$ cat config.mk
export PLATFORM = sky130hd
export DESIGN_NAME = conv_encoder_framer_flat
export DESIGN_NICKNAME = d
export VERILOG_FILES = /design/src/rtl/conv_encoder_framer_pkg.sv /design/src/rtl/conv_encoder_framer_if.sv /design/src/rtl/conv_enc_core.sv /design/src/rtl/conv_encoder_framer.sv /design/src/flat_wrapper.sv
export SDC_FILE = /design/constraint.sdc
export NUM_CORES = 1
export LEC_CHECK = 0
export BUFFER_PORTS_ARGS = -buffer_cell sky130_fd_sc_hd__buf_2
export CAP_MARGIN = 20
export CORE_ASPECT_RATIO = 0.7
export CORE_MARGIN = 2
export CORE_UTILIZATION = 61
export CTS_CLUSTER_DIAMETER = 30
export DETAILED_ROUTE_END_ITERATION = 8
export GPL_TIMING_DRIVEN = 0
export HOLD_SLACK_MARGIN = 0.06
export PLACE_DENSITY = 0.89
export SYNTH_ARGS = -nofsm -noshare
export SYNTH_HDL_FRONTEND = slang
export SYNTH_SLANG_ARGS = --single-unit
$ cat constraint.sdc
create_clock -name clk -period 4.3 [get_ports clk]
set_input_delay 0.215 -clock clk [delete_from_list [all_inputs] [get_ports clk]]
set_output_delay 0.215 -clock clk [all_outputs]
set_load 0.01 [all_outputs]
$ cat src/rtl/conv_encoder_framer_pkg.sv
// Shared constants and types for the rate-1/2, K=3 convolutional encoder framer.
// The generator defaults here are the same ones the Viterbi decoder's branch-metric
// tracker uses, so encoder and decoder cannot drift apart.
package conv_encoder_framer_pkg;

    localparam int unsigned K        = 3;
    localparam int unsigned TAIL_LEN = K - 1;

    localparam logic [2:0] G0_DEF = 3'b111;
    localparam logic [2:0] G1_DEF = 3'b101;

    typedef enum logic [1:0] {
        IDLE,
        DATA,
        TAIL
    } enc_fsm_t;

    // Parity of one generator over the tap vector {u, s[0], s[1]}.
    function automatic logic gen_parity(logic [2:0] g, logic u, logic [1:0] s);
        return ^(g & {u, s[0], s[1]});
    endfunction

endpackage

$ cat src/rtl/conv_encoder_framer_if.sv
// Byte-in / symbol-out stream bundle for the convolutional encoder framer.
//   in_data/in_valid/in_ready            : payload byte stream into the encoder
//   out_sym/out_valid/out_ready          : encoded 2-bit symbol stream out
//   frame_start/frame_end                : markers on first payload / last tail symbol
// master: the environment (byte source and symbol sink); slave: the encoder.
interface conv_encoder_framer_if;

    logic [7:0] in_data;
    logic       in_valid;
    logic       in_ready;
    logic [1:0] out_sym;
    logic       out_valid;
    logic       out_ready;
    logic       frame_start;
    logic       frame_end;

    modport master (
        output in_data, in_valid, out_ready,
        input  in_ready, out_sym, out_valid, frame_start, frame_end
    );

    modport slave (
        input  in_data, in_valid, out_ready,
        output in_ready, out_sym, out_valid, frame_start, frame_end
    );

endinterface

$ cat src/rtl/conv_enc_core.sv
// Combinational trellis step of the K=3 convolutional code.
//   u      : input bit
//   s      : encoder state, s[0] previous bit, s[1] the bit before it
//   sym    : {g0_bit, g1_bit}
//   s_next : state after consuming u
module conv_enc_core
    import conv_encoder_framer_pkg::*;
#(
    parameter logic [2:0] G0 = G0_DEF,
    parameter logic [2:0] G1 = G1_DEF
) (
    input  logic       u,
    input  logic [1:0] s,
    output logic [1:0] sym,
    output logic [1:0] s_next
);

    always_comb begin
        sym    = {gen_parity(G0, u, s), gen_parity(G1, u, s)};
        s_next = {s[0], u};
    end

endmodule

$ cat src/rtl/conv_encoder_framer.sv
// Rate-1/2, K=3 convolutional encoder with framing. Accepts FRAME_BYTES payload
// bytes, serialises them LSB-first, encodes each bit, then appends TAIL_LEN zero
// bits so the decoder trellis terminates in state 0.
//   clk, reset : symbol clock, asynchronous active-low reset
//   bus        : byte-in / symbol-out stream (slave side)
//   busy       : high whenever the FSM is not idle
module conv_encoder_framer
    import conv_encoder_framer_pkg::*;
#(
    parameter int unsigned FRAME_BYTES = 4,
    parameter logic [2:0]  G0          = G0_DEF,
    parameter logic [2:0]  G1          = G1_DEF
) (
    input  logic                   clk,
    input  logic                   reset,
    conv_encoder_framer_if.slave   bus,
    output logic                   busy
);

    localparam logic [7:0] LastByte = 8'(FRAME_BYTES);

    enc_fsm_t   state_q, state_d;
    logic [7:0] hold_q, hold_d;
    logic       hold_full_q, hold_full_d;
    logic [2:0] bit_idx_q, bit_idx_d;
    logic [7:0] bytes_cnt_q, bytes_cnt_d;
    logic       tail_cnt_q, tail_cnt_d;
    logic [1:0] s_q, s_d;
    logic       first_q, first_d;

    logic       u;
    logic [1:0] sym;
    logic [1:0] s_next;
    logic       in_ready;
    logic       out_valid;
    logic       frame_end;
    logic       in_hs;
    logic       out_hs;
    logic       bytes_left;
    logic       last_bit;

    conv_enc_core #(
        .G0 (G0),
        .G1 (G1)
    ) u_core (
        .u      (u),
        .s      (s_q),
        .sym    (sym),
        .s_next (s_next)
    );

    always_comb begin
        state_d     = state_q;
        hold_d      = hold_q;
        hold_full_d = hold_full_q;
        bit_idx_d   = bit_idx_q;
        bytes_cnt_d = bytes_cnt_q;
        tail_cnt_d  = tail_cnt_q;
        s_d         = s_q;
        first_d     = first_q;
        u           = 1'b0;
        in_ready    = 1'b0;
        out_valid   = 1'b0;
        frame_end   = 1'b0;
        bytes_left  = bytes_cnt_q < LastByte;
        last_bit    = bit_idx_q == 3'd7;

        unique case (state_q)
            IDLE: begin
                in_ready = 1'b1;
            end
            DATA: begin
                u         = hold_q[bit_idx_q];
                out_valid = hold_full_q;
                // Refill either into an empty hold register or in the same cycle the
                // last bit drains, so consecutive bytes stream without a bubble.
                in_ready  = bytes_left &
                            (~hold_full_q | (hold_full_q & last_bit & bus.out_ready));
            end
            TAIL: begin
                out_valid = 1'b1;
                frame_end = tail_cnt_q == 1'(TAIL_LEN - 1);
            end
            default: ;
        endcase

        // Nothing may be accepted while the block is held in reset.
        in_ready = in_ready & reset;
        in_hs    = bus.in_valid & in_ready;
        out_hs   = out_valid & bus.out_ready;

        unique case (state_q)
            IDLE: begin
                if (in_hs) begin
                    state_d     = DATA;
                    hold_d      = bus.in_data;
                    hold_full_d = 1'b1;
                    bytes_cnt_d = 8'd1;
                    bit_idx_d   = 3'd0;
                    s_d         = 2'b00;
                    first_d     = 1'b1;
                end
            end
            DATA: begin
                if (out_hs) begin
                    s_d       = s_next;
                    bit_idx_d = bit_idx_q + 3'd1;
                    first_d   = 1'b0;
                    if (last_bit) begin
                        hold_full_d = 1'b0;
                        if (!bytes_left) begin
                            state_d    = TAIL;
                            tail_cnt_d = 1'b0;
                        end
                    end
                end
                if (in_hs) begin
                    hold_d      = bus.in_data;
                    hold_full_d = 1'b1;
                    bytes_cnt_d = bytes_cnt_q + 8'd1;
                end
            end
            TAIL: begin
                if (out_hs) begin
                    s_d        = s_next;
                    tail_cnt_d = tail_cnt_q + 1'b1;
                    if (frame_end) begin
                        state_d     = IDLE;
                        bytes_cnt_d = 8'd0;
                    end
                end
            end
            default: ;
        endcase
    end

    always_ff @(posedge clk or negedge reset) begin
        if (!reset) begin
            state_q     <= IDLE;
            hold_q      <= 8'd0;
            hold_full_q <= 1'b0;
            bit_idx_q   <= 3'd0;
            bytes_cnt_q <= 8'd0;
            tail_cnt_q  <= 1'b0;
            s_q         <= 2'b00;
            first_q     <= 1'b0;
        end else begin
            state_q     <= state_d;
            hold_q      <= hold_d;
            hold_full_q <= hold_full_d;
            bit_idx_q   <= bit_idx_d;
            bytes_cnt_q <= bytes_cnt_d;
            tail_cnt_q  <= tail_cnt_d;
            s_q         <= s_d;
            first_q     <= first_d;
        end
    end

    assign bus.in_ready    = in_ready;
    assign bus.out_valid   = out_valid;
    // Gated so the symbol lines read 0 whenever nothing is offered.
    assign bus.out_sym     = out_valid ? sym : 2'b00;
    assign bus.frame_start = first_q & out_valid;
    assign bus.frame_end   = frame_end;
    assign busy            = state_q != IDLE;

endmodule

$ cat src/flat_wrapper.sv
// flat-port wrapper written by rule: the top's interface ports become plain ports
module conv_encoder_framer_flat import conv_encoder_framer_pkg::*;
#(
    parameter int unsigned FRAME_BYTES = 4,
    parameter logic [2:0]  G0          = G0_DEF,
    parameter logic [2:0]  G1          = G1_DEF
)
  (clk, reset, busy, bus_in_data, bus_in_valid, bus_out_ready, bus_in_ready, bus_out_sym, bus_out_valid, bus_frame_start, bus_frame_end);
  conv_encoder_framer_if bus_i ();
  input  logic clk;
  input  logic reset;
  output logic busy;
  input wire logic [$bits(bus_i.in_data)-1:0] bus_in_data;
  input wire logic [$bits(bus_i.in_valid)-1:0] bus_in_valid;
  input wire logic [$bits(bus_i.out_ready)-1:0] bus_out_ready;
  output wire logic [$bits(bus_i.in_ready)-1:0] bus_in_ready;
  output wire logic [$bits(bus_i.out_sym)-1:0] bus_out_sym;
  output wire logic [$bits(bus_i.out_valid)-1:0] bus_out_valid;
  output wire logic [$bits(bus_i.frame_start)-1:0] bus_frame_start;
  output wire logic [$bits(bus_i.frame_end)-1:0] bus_frame_end;
  assign bus_i.in_data = bus_in_data;
  assign bus_i.in_valid = bus_in_valid;
  assign bus_i.out_ready = bus_out_ready;
  assign bus_in_ready = bus_i.in_ready;
  assign bus_out_sym = bus_i.out_sym;
  assign bus_out_valid = bus_i.out_valid;
  assign bus_frame_start = bus_i.frame_start;
  assign bus_frame_end = bus_i.frame_end;
  conv_encoder_framer #(.FRAME_BYTES(FRAME_BYTES), .G0(G0), .G1(G1)) u_core (.clk(clk), .reset(reset), .bus(bus_i), .busy(busy));
endmodule
; Word-level counts from Yosys, hierarchy flattened
; Cells that the tools add are included.
[word_totals]
register_bits = 26
latch_bits = 0
mem_bits_rw = 0
rom_bits = 0
input_bits = 12
out_inout_bits = 7
word_cells = 89
n_memories = 0
[op_classes]
n_addsub = 3
multipliers = 0
div = 0
magnitude_cmp = 2
eq_ne = 13
shifts = 0
n_mux = 37
bitwise_logic = 9
n_reduce_logical = 17
[ops]
columns = cell, n
row1 = 8-bit two-way mux, 4
row2 = 8-bit one-hot mux with 3 select lines, 1
row3 = 2-bit two-way mux, 9
row4 = 1-bit two-way mux, 12
row5 = 2-bit by 1-bit != test with 1-bit output (second input constant), 6
row6 = 1-bit one-hot mux with 2 select lines, 5
row7 = 5-bit AND reduction, 2
row8 = 8-bit by 1-bit adder with 8-bit output (second input constant), 1
row9 = 8-bit by 3-bit less-than comparator with 1-bit output (second input constant), 1
row10 = 2-bit nonzero test, 4
row11 = 1-bit AND, 7
row12 = 7-bit AND reduction, 1
row13 = 3-bit two-way mux, 2
row14 = 3-bit by 1-bit != test with 1-bit output (second input constant), 2
row15 = 2-bit one-hot mux with 3 select lines, 1
row16 = 3-bit one-hot mux with 2 select lines, 1
row17 = 3-bit AND reduction, 2
row18 = 3-bit XOR reduction, 2
row19 = 3-bit by 4-bit less-than comparator with 1-bit output (second input constant), 1
row20 = 2-bit != test (second input constant), 2
row21 = 2-bit one-hot mux with 2 select lines, 1
row22 = 4-bit AND reduction, 1
row23 = 2-bit OR reduction, 2
row24 = 3-bit by 1-bit adder with 3-bit output (second input constant), 1
row25 = 10 further kinds, 10

; Logic depth before layout (Yosys ltp)
; Gate-level depths: netlist (run 1).
[logic_depth]
ltp_word = 10
ltp_mapped = 8
ltp_nobuf = 6

; Cells and area by module
; Synthesis (run 1) repeated with hierarchy kept, for this count alone.
[unflattened]
cells_unflattened = 149
hier_area_um2 = 1562.7
[by_module_without_submodules]
columns = module, n_inst, cells_each, area_per_inst_um2, seq_area_each_um2
row1 = conv_encoder_framer, 1, 145, 1515.2, 650.6
row2 = conv_enc_core, 1, 4, 47.5, 0.0

; Worst setup path after synthesis (run 1)
; OpenSTA, ideal clock, no wires.
[synth_timing]
path_kind = register to register
start = reg u_core.bit_idx_q[0]
end = reg u_core.bytes_cnt_q[0]
setup_time_ns = 0.125
arrival_time_ns = 2.012
required_ns = 4.175
setup_slack_ns = 2.163
stages_incl_launch_ff = 8
n_path_buf = 1
period_less_slack_ns = 2.137
path_cell_list = dfrtp_1 ha_1 ha_1 a21bo_1 a311o_2 and2_4 buf_6 mux2_4
[synth_between]
elab_chain_cells = 10
word_cells_on_any_way = 11
classes_between = eq/ne (3) / mux (1) / bitwise (6) / reduce/logical (1)
[synth_rtl]
columns = element, line_no
row1 = from (decl), conv_encoder_framer.sv:25  ; logic [2:0] bit_idx_q, bit_idx_d;
row2 = from (signal assigned), conv_encoder_framer.sv:151  ; bit_idx_q <= bit_idx_d;
row3 = 3-bit equality test (*), conv_encoder_framer.sv:66  ; last_bit = bit_idx_q == 3'd7;
row4 = 1-bit AND (*) (2 in series), conv_encoder_framer.sv:78  ; (~hold_full_q | (hold_full_q & last_bit & bus.out_ready));
row5 = 1-bit OR (*), conv_encoder_framer.sv:78
row6 = 1-bit AND (*), conv_encoder_framer.sv:77  ; in_ready = bytes_left &
row7 = 1-bit one-hot mux with 2 select lines (*), conv_encoder_framer.sv:68  ; unique case (state_q)
row8 = 1-bit AND (*), conv_encoder_framer.sv:88  ; in_ready = in_ready & reset;
row9 = 1-bit AND (*), conv_encoder_framer.sv:89  ; in_hs = bus.in_valid & in_ready;
row10 = 2-bit by 1-bit != test with 1-bit output (no line), n/a
row11 = 5-bit AND reduction (no line) (*), n/a
row12 = to (signal assigned), conv_encoder_framer.sv:152  ; bytes_cnt_q <= bytes_cnt_d;
row13 = to (decl), conv_encoder_framer.sv:26  ; logic [7:0] bytes_cnt_q, bytes_cnt_d;
; Mark *: on every way between the ends. The rest lies on a longest branch, timed or not.
; A chain may end at the register's enable or synchronous reset.

; Final worst setup path (run 1)
[layout_timing]
start = in reset
end = reg u_core.bit_idx_q[1]
[layout_between]
elab_chain_cells = 4
[layout_rtl]
columns = element, line_no
row1 = from (decl), flat_wrapper.sv:11  ; input logic reset;
row2 = 1-bit AND, conv_encoder_framer.sv:88
row3 = 1-bit AND, conv_encoder_framer.sv:89
row4 = 2-bit by 1-bit != test with 1-bit output (no line), n/a
row5 = 3-bit AND reduction (no line), n/a
; No other way between the ends.

==> summary.md, run 1 <==
| Metric | Value |
|---|---|
| First-pass GRT wire length | just over 6 mm |
| RSZ-0062 raised after global routing | no |
| Critical path class | primary input to register |
| Worst Setup End Kind | register |
| WL final | ~3.5 mm |
| Max_cap viols | 0 |
| Sequential cell area fraction in the yosys report | 0.415 |
| VDD IR-drop max | about 0.2 mV |
| Die Span X | 64.6 um |
| Worst Hold Class | primary input to register |
| Post-synthesis xor/xnor area fraction | 0.0168 |
| Max-slew violations | 0 |
| Worst skew pair latency | roughly 0.27 ns |
| Area taken by multi-input logic gates | 845 sq um |
| Clk Tree Root Cell | clkbuf_8 |
| Max Fclk | around 370 MHz |
| Number of setup buffers added after CTS | 0 |
| Drt initial violations | approximately 110 |
| Setup_tns | 0 ns |
| #FFs+latches synth | 26 |
| WP data arrival | 2.93 ns |
| Drt first pass iters | 4 |
| Largest family of logic cells by synthesized area | compound AO/OA/AOI/OAI gates |
| Worst-Margin Slew | about 0.96 ns |
| Reg2reg start | u_core.state_q[1] |
| Slew margin rel. | 0.357 |
| Commonest non-fill, non-tap cell in the layout | dfrtp_1 |
| Final HPWL DP | 2.65 mm |
| Avg Inst Size Synth | around 10 sq um |
| Post-Place Cells | approximately 200 |
| Antenna violations before repair | 0 |
| Total track usage | 0.273 |
| Commonest cells after routing, fill and taps aside | dfrtp_1 (26), buf_2 (20), nand2_1 (13) |
| Final setup violation count | 0 |
| Crit path max-delay family | compound AO/OA/AOI/OAI gates |
| Pwr per Cell Area | 225 nW/um^2 |
| Adder-Cell Fraction of Synth Area | 0.0479 |
| Peak fanout along the critical path | 30 |
| Post-Route Skew | between 0.003 and 0.004 ns |
| Sequential Area | between 600 and 700 sq um |
| Setup crit start kind | primary input |
| DRC errors left | 0 |
| Tot Pwr | a little under 0.4 mW |
| Post-synthesis mux area share | 0.121 |
| Leakage power | a little over 0.8 nW |
| Final cell count without fillers | 205 |
| Starting density of the core | 0.637 |
| Worst path max stage delay | a little under 0.9 ns |
| Crit share post-route | 0.636 |
| Clock Sinks | 26 |
| Synth cell types | 47 |
| R2r setup slk | around 1.9 ns |
| CTS H-tree depth | 1 |
| WL/cell | approximately 17 um |
| CTS buffer count | 3 |
| Synth Area in Simple Gates | 0.153 |
| Vias in the first global route | ~1300 |
| Core Box Area | 2460 sq um |
| IO Pins | 19 |
| Gr ovfl total | 0 |
| Crit path from | reset |
| Nets | 191 |
| Final hold viol count | 0 |
| CP Cell Sequence | dlygate4sd3_1, buf_2, nand2_1, a211oi_1, a22oi_1, o2bb2ai_1 |
| Worst hold path startpoint | bus_in_data[0] |
| Antenna diode count | 0 |
| Clock Tree Buf Depth | 2 |
| Worst path required time | about 4.5 ns |
| Via count | approximately 1300 |
| Outcome | completed |
| Synthesized instance count | 150 |
| Area delta synth->final | 11.4% |
| CP Buf/Inv Count | 2 |
| Number of flops mapped to enable cells by yosys | 0 |
| Ys flop type | dfrtp_1 |
| # fillers | around 190 |
| Placer's final routability congestion estimate | 0.836 |
| Fraction of layout instances using a drive strength above 1 | 0.251 |
| Mapped Area | around 1600 sq um |
| Chip height | approximately 46 um |
| CTS clk-pin slew, worst paths | 0.09 ns |
| CP max-delay cell | a211oi_1 |
| Die area | approximately 3000 sq um |
| Synth Net Count | between 150 and 200 |
| Tmin final | 2.74 ns |
| Post-synthesis compound-gate area fraction | 0.200 |
| CTS tree | done |
| Synthesis Warnings | 0 |
| Port bufs | 17 |
| Largest net degree at the start of global routing | 31 |
| Synth async-reset ratio | 1.00 |
| DR vias/cell | roughly 6.5 |
| DRT antenna net count | 0 |
| Rows | 15 |
## layout make-up
| class | count | share of cell area |
|---|---|---|
| well taps | 34 | 0.0244 |
| multi-input cells | 110 | 0.484 |
| repair buffers | 18 | 0.0545 |
| inverters | 7 | 0.0151 |
| flip-flops and latches | 26 | 0.373 |
| clock buffers | 3 | 0.0237 |
| plain buffers | 7 | 0.0258 |
## synth_stat cells (2+ instances only)
cell type / n / area, sq um
a21o_1: 2 / 15.0
nand4_1: 2 / 12.5
dfrtp_1: 26 / 651
o2bb2ai_1: 3 / 26.3
mux2_2: 8 / 90.1
nand2_1: 13 / 48.8
nand3_1: 8 / 40.0
nor3_1: 4 / 20.0
xnor2_1: 2 / 17.5
buf_6: 2 / 22.5
o211ai_1: 2 / 15.0
a31oi_1: 2 / 12.5
a32o_1: 5 / 50.1
a22oi_1: 4 / 30.0
and2_1: 3 / 18.8
a21boi_0: 2 / 15.0
a21oi_1: 2 / 10.0
mux4_2: 2 / 45.0
ha_1: 6 / 75.1
a22o_1: 2 / 17.5
nor2b_1: 3 / 18.8
nor2_1: 8 / 30.0
inv_1: 7 / 26.3
mux2i_1: 4 / 40.0
buf_2: 3 / 15.0
o21ai_0: 4 / 20.0
## timing repair
| action | CTS | global route |
|---|---|---|
| hold buffers | 1 | 0 |
| endpoints found under the hold margin | 26 | 0 |
| setup endpoints to repair | 0 | 0 |
| gates resized for setup | 0 | 0 |
## registers in the layout (all words and copies together) (netlist names)
| register | count |
|---|---|
| u_core.first_q | 1 |
| u_core.state_q | 2 |
| u_core.bit_idx_q | 3 |
| u_core.s_q | 2 |
| u_core.bytes_cnt_q | 8 |
| u_core.hold_full_q | 1 |
| u_core.tail_cnt_q | 1 |
| u_core.hold_q | 8 |
## logic make-up after synthesis
logic type / after synthesis
adders and majority gates: 6
xor gates and xnor gates: 3
buffers and inverters: 14
DFF: 26
and+or+nand+nor: 47
muxes: 15
AOI/OAI and AO/OA: 39
## path summary, 6_finish.rpt
path                                    endpoint  depth (start not counted)
max in group asynchronous  u_core.bytes_cnt_q[6]                          2
hold reg to reg                 u_core.hold_q[4]                          1
min in group asynchronous       u_core.hold_q[6]                          2
setup / recovery             u_core.bit_idx_q[1]                          6
setup reg to reg             u_core.bit_idx_q[1]                          7
hold / removal                  u_core.hold_q[0]                          2
## stage by stage
step,hold WS (ns),worst slack [ns],utilization,area (sq um)
final,0.176,1.56,0.710,1750
after global routing,0.176,1.33,0.710,1750
after CTS,0.177,1.54,0.710,1750
after detailed placement,0.269,1.91,0.689,1690
after global placement,0.264,2.07,0.689,1690
after floorplan,-0.0806,2.16,-,1570
## power by group
group / leakage (nW) / internal, mW / switching (mW)
combinational: 0.453 / 0.00507 / 0.00888
clock: 0.0216 / 0.0627 / 0.0718
sequential: 0.343 / 0.244 / 0
## metal layers
metal	wire, um	vias up	track usage
li1	-	610	-
met1	1460	651	0.359
met2	1720	70	0.471
met3	290	6	0.0489
met4	63	0	0.0851
met5	0	-	0
Power figures use the tool's default switching activity.
==> run 2: changes to the inputs <==
- ABC_AREA: default -> 1
- CORE_UTILIZATION: 61 -> 58
- PLACE_DENSITY: 0.89 -> 0.85
- clock period: 4.3 -> 2.6 ns (I/O delays scaled with it)
==> run 2 against run 1 <==
Hold slack lost 0.094 ns. Flip-flop and latch count stayed put. Wire length decreased by 0.65%. Utilization decreased by 4.1 points. Critical endpoint is now bus_out_sym[0]. Largest power group is now combinational logic.
==> summary.md, run 2 <==
| Metric | Value |
|---|---|
| Chip height | 49.0 um |
| First-pass GRT wire length | about 5.8 mm |
| Clock Tree Buf Depth | 2 |
| CTS H-tree depth | 1 |
| Mapped Area | between 1500 and 2000 sq um |
| Synth area leader | dfrtp_1 |
| Port bufs | 17 |
| Number of setup buffers added after CTS | 0 |
| Synth async-reset ratio | 1.00 |
| CTS tree | done |
| Worst Hold Class | primary input to register |
| DR vias/cell | 5.12 |
| Final setup violation count | 0 |
| IO Pins | 19 |
| Top cells by count, synth | nand2_1 (71), inv_1 (28), dfrtp_1 (26), nand3_1 (25), nor2_1 (23) |
| Die Span X | between 60 and 70 um |
| Outcome | completed |
| Worst-Margin Slew | around 0.63 ns |
| Met2 routed WL | about 1.4 mm |
| Uppermost layer routed | met4 |
| #FFs+latches synth | 26 |
| Reg2reg start | u_core.state_q[0] |
| Synthesized instance count | between 200 and 250 |
| Number of flops mapped to enable cells by yosys | 0 |
| Worst setup endpoint | bus_out_sym[0] |
| Max Fclk | 453 MHz |
| DP Area | 1810 sq um |
| WL/cell | approximately 12 um |
| Crit path from | u_core.state_q[1] |
| Peak fanout along the critical path | 10 |
| Total track usage | 0.232 |
| WP data arrival | around 2.1 ns |
| Drt initial violations | approximately 100 |
| Pwr per Cell Area | between 1000 and 1500 nW/um^2 |
| Core Box Area | 2780 sq um |
| Commonest cells after routing, fill and taps aside | nand2_1 (71), inv_1 (28), dfrtp_1 (26) |
| R2R cell count | 11 |
| Via count | around 1500 |
| Area delta synth->final | 10.8% |
| Tmin final | 2.21 ns |
| Antenna diode count | 0 |
| Clock Sinks | 26 |
| Leakage power | around 1.0 nW |
| Starting density of the core | 0.603 |
| Critical path class | register to primary output |
| DRT antenna net count | 0 |
| Antenna violations before repair | 0 |
| Synth cell types | 30 |
| Ys flop type | dfrtp_1 |
| Nets | between 200 and 300 |
| Largest regs | u_core.bytes_cnt_q x8, u_core.hold_q x8, u_core.bit_idx_q x3 |
| Max-slew violations | 0 |
| Met3 wire length | ~140 um |
| RSZ-0062 raised after global routing | no |
| Commonest non-fill, non-tap cell in the layout | nand2_1 |
| Finished Core Util | 0.669 |
| CTS buffer count | 3 |
| Rows | 16 |
| CTS Hold Bufs | 1 |
| CTS clk-pin slew, worst paths | 0.08 ns |
| Fin area | ~1900 sq um |
| Final HPWL DP | 2.63 mm |
| Top cell type's share of synthesized area | 0.387 |
| RR Endpoint | u_core.hold_full_q |
| Avg Inst Size Synth | approximately 7.3 sq um |
| Worst hold path startpoint | bus_in_data[0] |
| Placer's final routability congestion estimate | about 0.86 |
| Setup_tns | 0 ns |
| Max_cap viols | 0 |
| Metal1 wirelength | slightly below 2 mm |
| Crit share post-route | 0.848 |
| Setup crit start kind | register |
| Synth Net Count | about 250 |
| Final hold viol count | 0 |
| PostCTS Resize Cnt | 0 |
| Sequential cell area fraction in the yosys report | 0.387 |
| Vias in the first global route | around 1200 |
| Clk Tree Root Cell | clkbuf_8 |
| VDD IR-drop max | roughly 0.65 mV |
| Drt first pass iters | 4 |
| Worst path required time | 2.47 ns |
| Synthesis Warnings | 0 |
| Slew margin rel. | 0.579 |
| Gr ovfl total | 0 |
| Die area | 3350 sq um |
| Worst skew pair latency | 0.27 ns |
| WL final | roughly 3.5 mm |
| Top-count cell post-synth | nand2_1 |
| R2r setup slk | just under 0.8 ns |
| DRC errors left | 0 |
| Largest net degree at the start of global routing | 30 |
| Fraction of layout instances using a drive strength above 1 | 0.167 |
| Worst Setup End Kind | primary output |
| Largest cells by area after synthesis | dfrtp_1 (39%), nand2_1 (16%), nand3_1 (7.5%), inv_1 (6.3%), nor2_1 (5.1%) |
| Post-Route Skew | roughly 0.0023 ns |
run 2: cell count changes in the layout (fill, tap and decap cells not counted), moves of 4 or more:
cell	delta
nor3_1	-4
inv_1	+21
mux2_2	-8
a32o_1	-5
o21ai_0	+6
mux2i_1	-4
nand3_1	+17
nand2_2	+4
nand2_1	+58
a22oi_1	-4
a21oi_1	+4
nor2_1	+15
run 2: power by group:
part / switching [mW] / internal [mW]
sequential: 0.114 / 0.550
combinational: 0.774 / 0.398
clock: 0.119 / 0.104
run 2: cell families after synthesis:
kind of cell / synth area share
compound gates: 0.0932
fa+ha+maj: 0.0447
flops: 0.387
simple gates: 0.384
xor+xnor: 0.00522
buf+inv: 0.0857
run 2: worst min-delay path by stage:
stage	slack (ns)	end	depth (start not counted)
finish	0.08	u_core.hold_q[0]	3
global route	0.11	u_core.hold_q[3]	3
CTS	0.08	u_core.hold_q[0]	3
detailed placement	0.20	u_core.bytes_cnt_q[4]	1
global placement	0.18	u_core.bytes_cnt_q[4]	1
floorplan	-0.17	u_core.bit_idx_q[0]	0
run 2: stage by stage:
step           total power, mW  hold WS [ns]  std cells  worst slack, ns
4_1_cts                   2.06        0.0807        287            0.392
5_1_grt                   2.24         0.107        287            0.276
3_3_place_gp              1.79         0.182        283            0.827
3_5_place_dp              1.82         0.195        283            0.747
6_report                  2.06        0.0818        287            0.395
2_1_floorplan             1.55        -0.166        230            0.994
run 2: worst max-delay path, stage by stage (launching register included):
cell	delay [ns]
dfrtp_1	0.41
inv_1	0.09
ha_1	0.17
buf_6	0.14
clkbuf_1	0.38
nand3_1	0.21
nand2_1	0.11
nand2_1	0.05
nor2_1	0.10
buf_2	0.14
run 2: cell type report:
| type | count | area (sq um) |
|---|---|---|
| fillers | 252 | 922 |
| multi-input cells | 170 | 885 |
| well taps | 36 | 45.0 |
| clock buffers | 3 | 41.3 |
| repair buffers | 18 | 95.1 |
| flip-flops and latches | 26 | 651 |
| inverters | 30 | 113 |
| plain buffers | 4 | 31.3 |
run 2: metal layers:
| metal | global-route usage | up-vias |
|---|---|---|
| met1 | 0.387 | 656 |
| met4 | 0.0600 | 0 |
| met5 | 0 | - |
| li1 | - | 774 |
| met2 | 0.298 | 37 |
| met3 | 0.0485 | 2 |
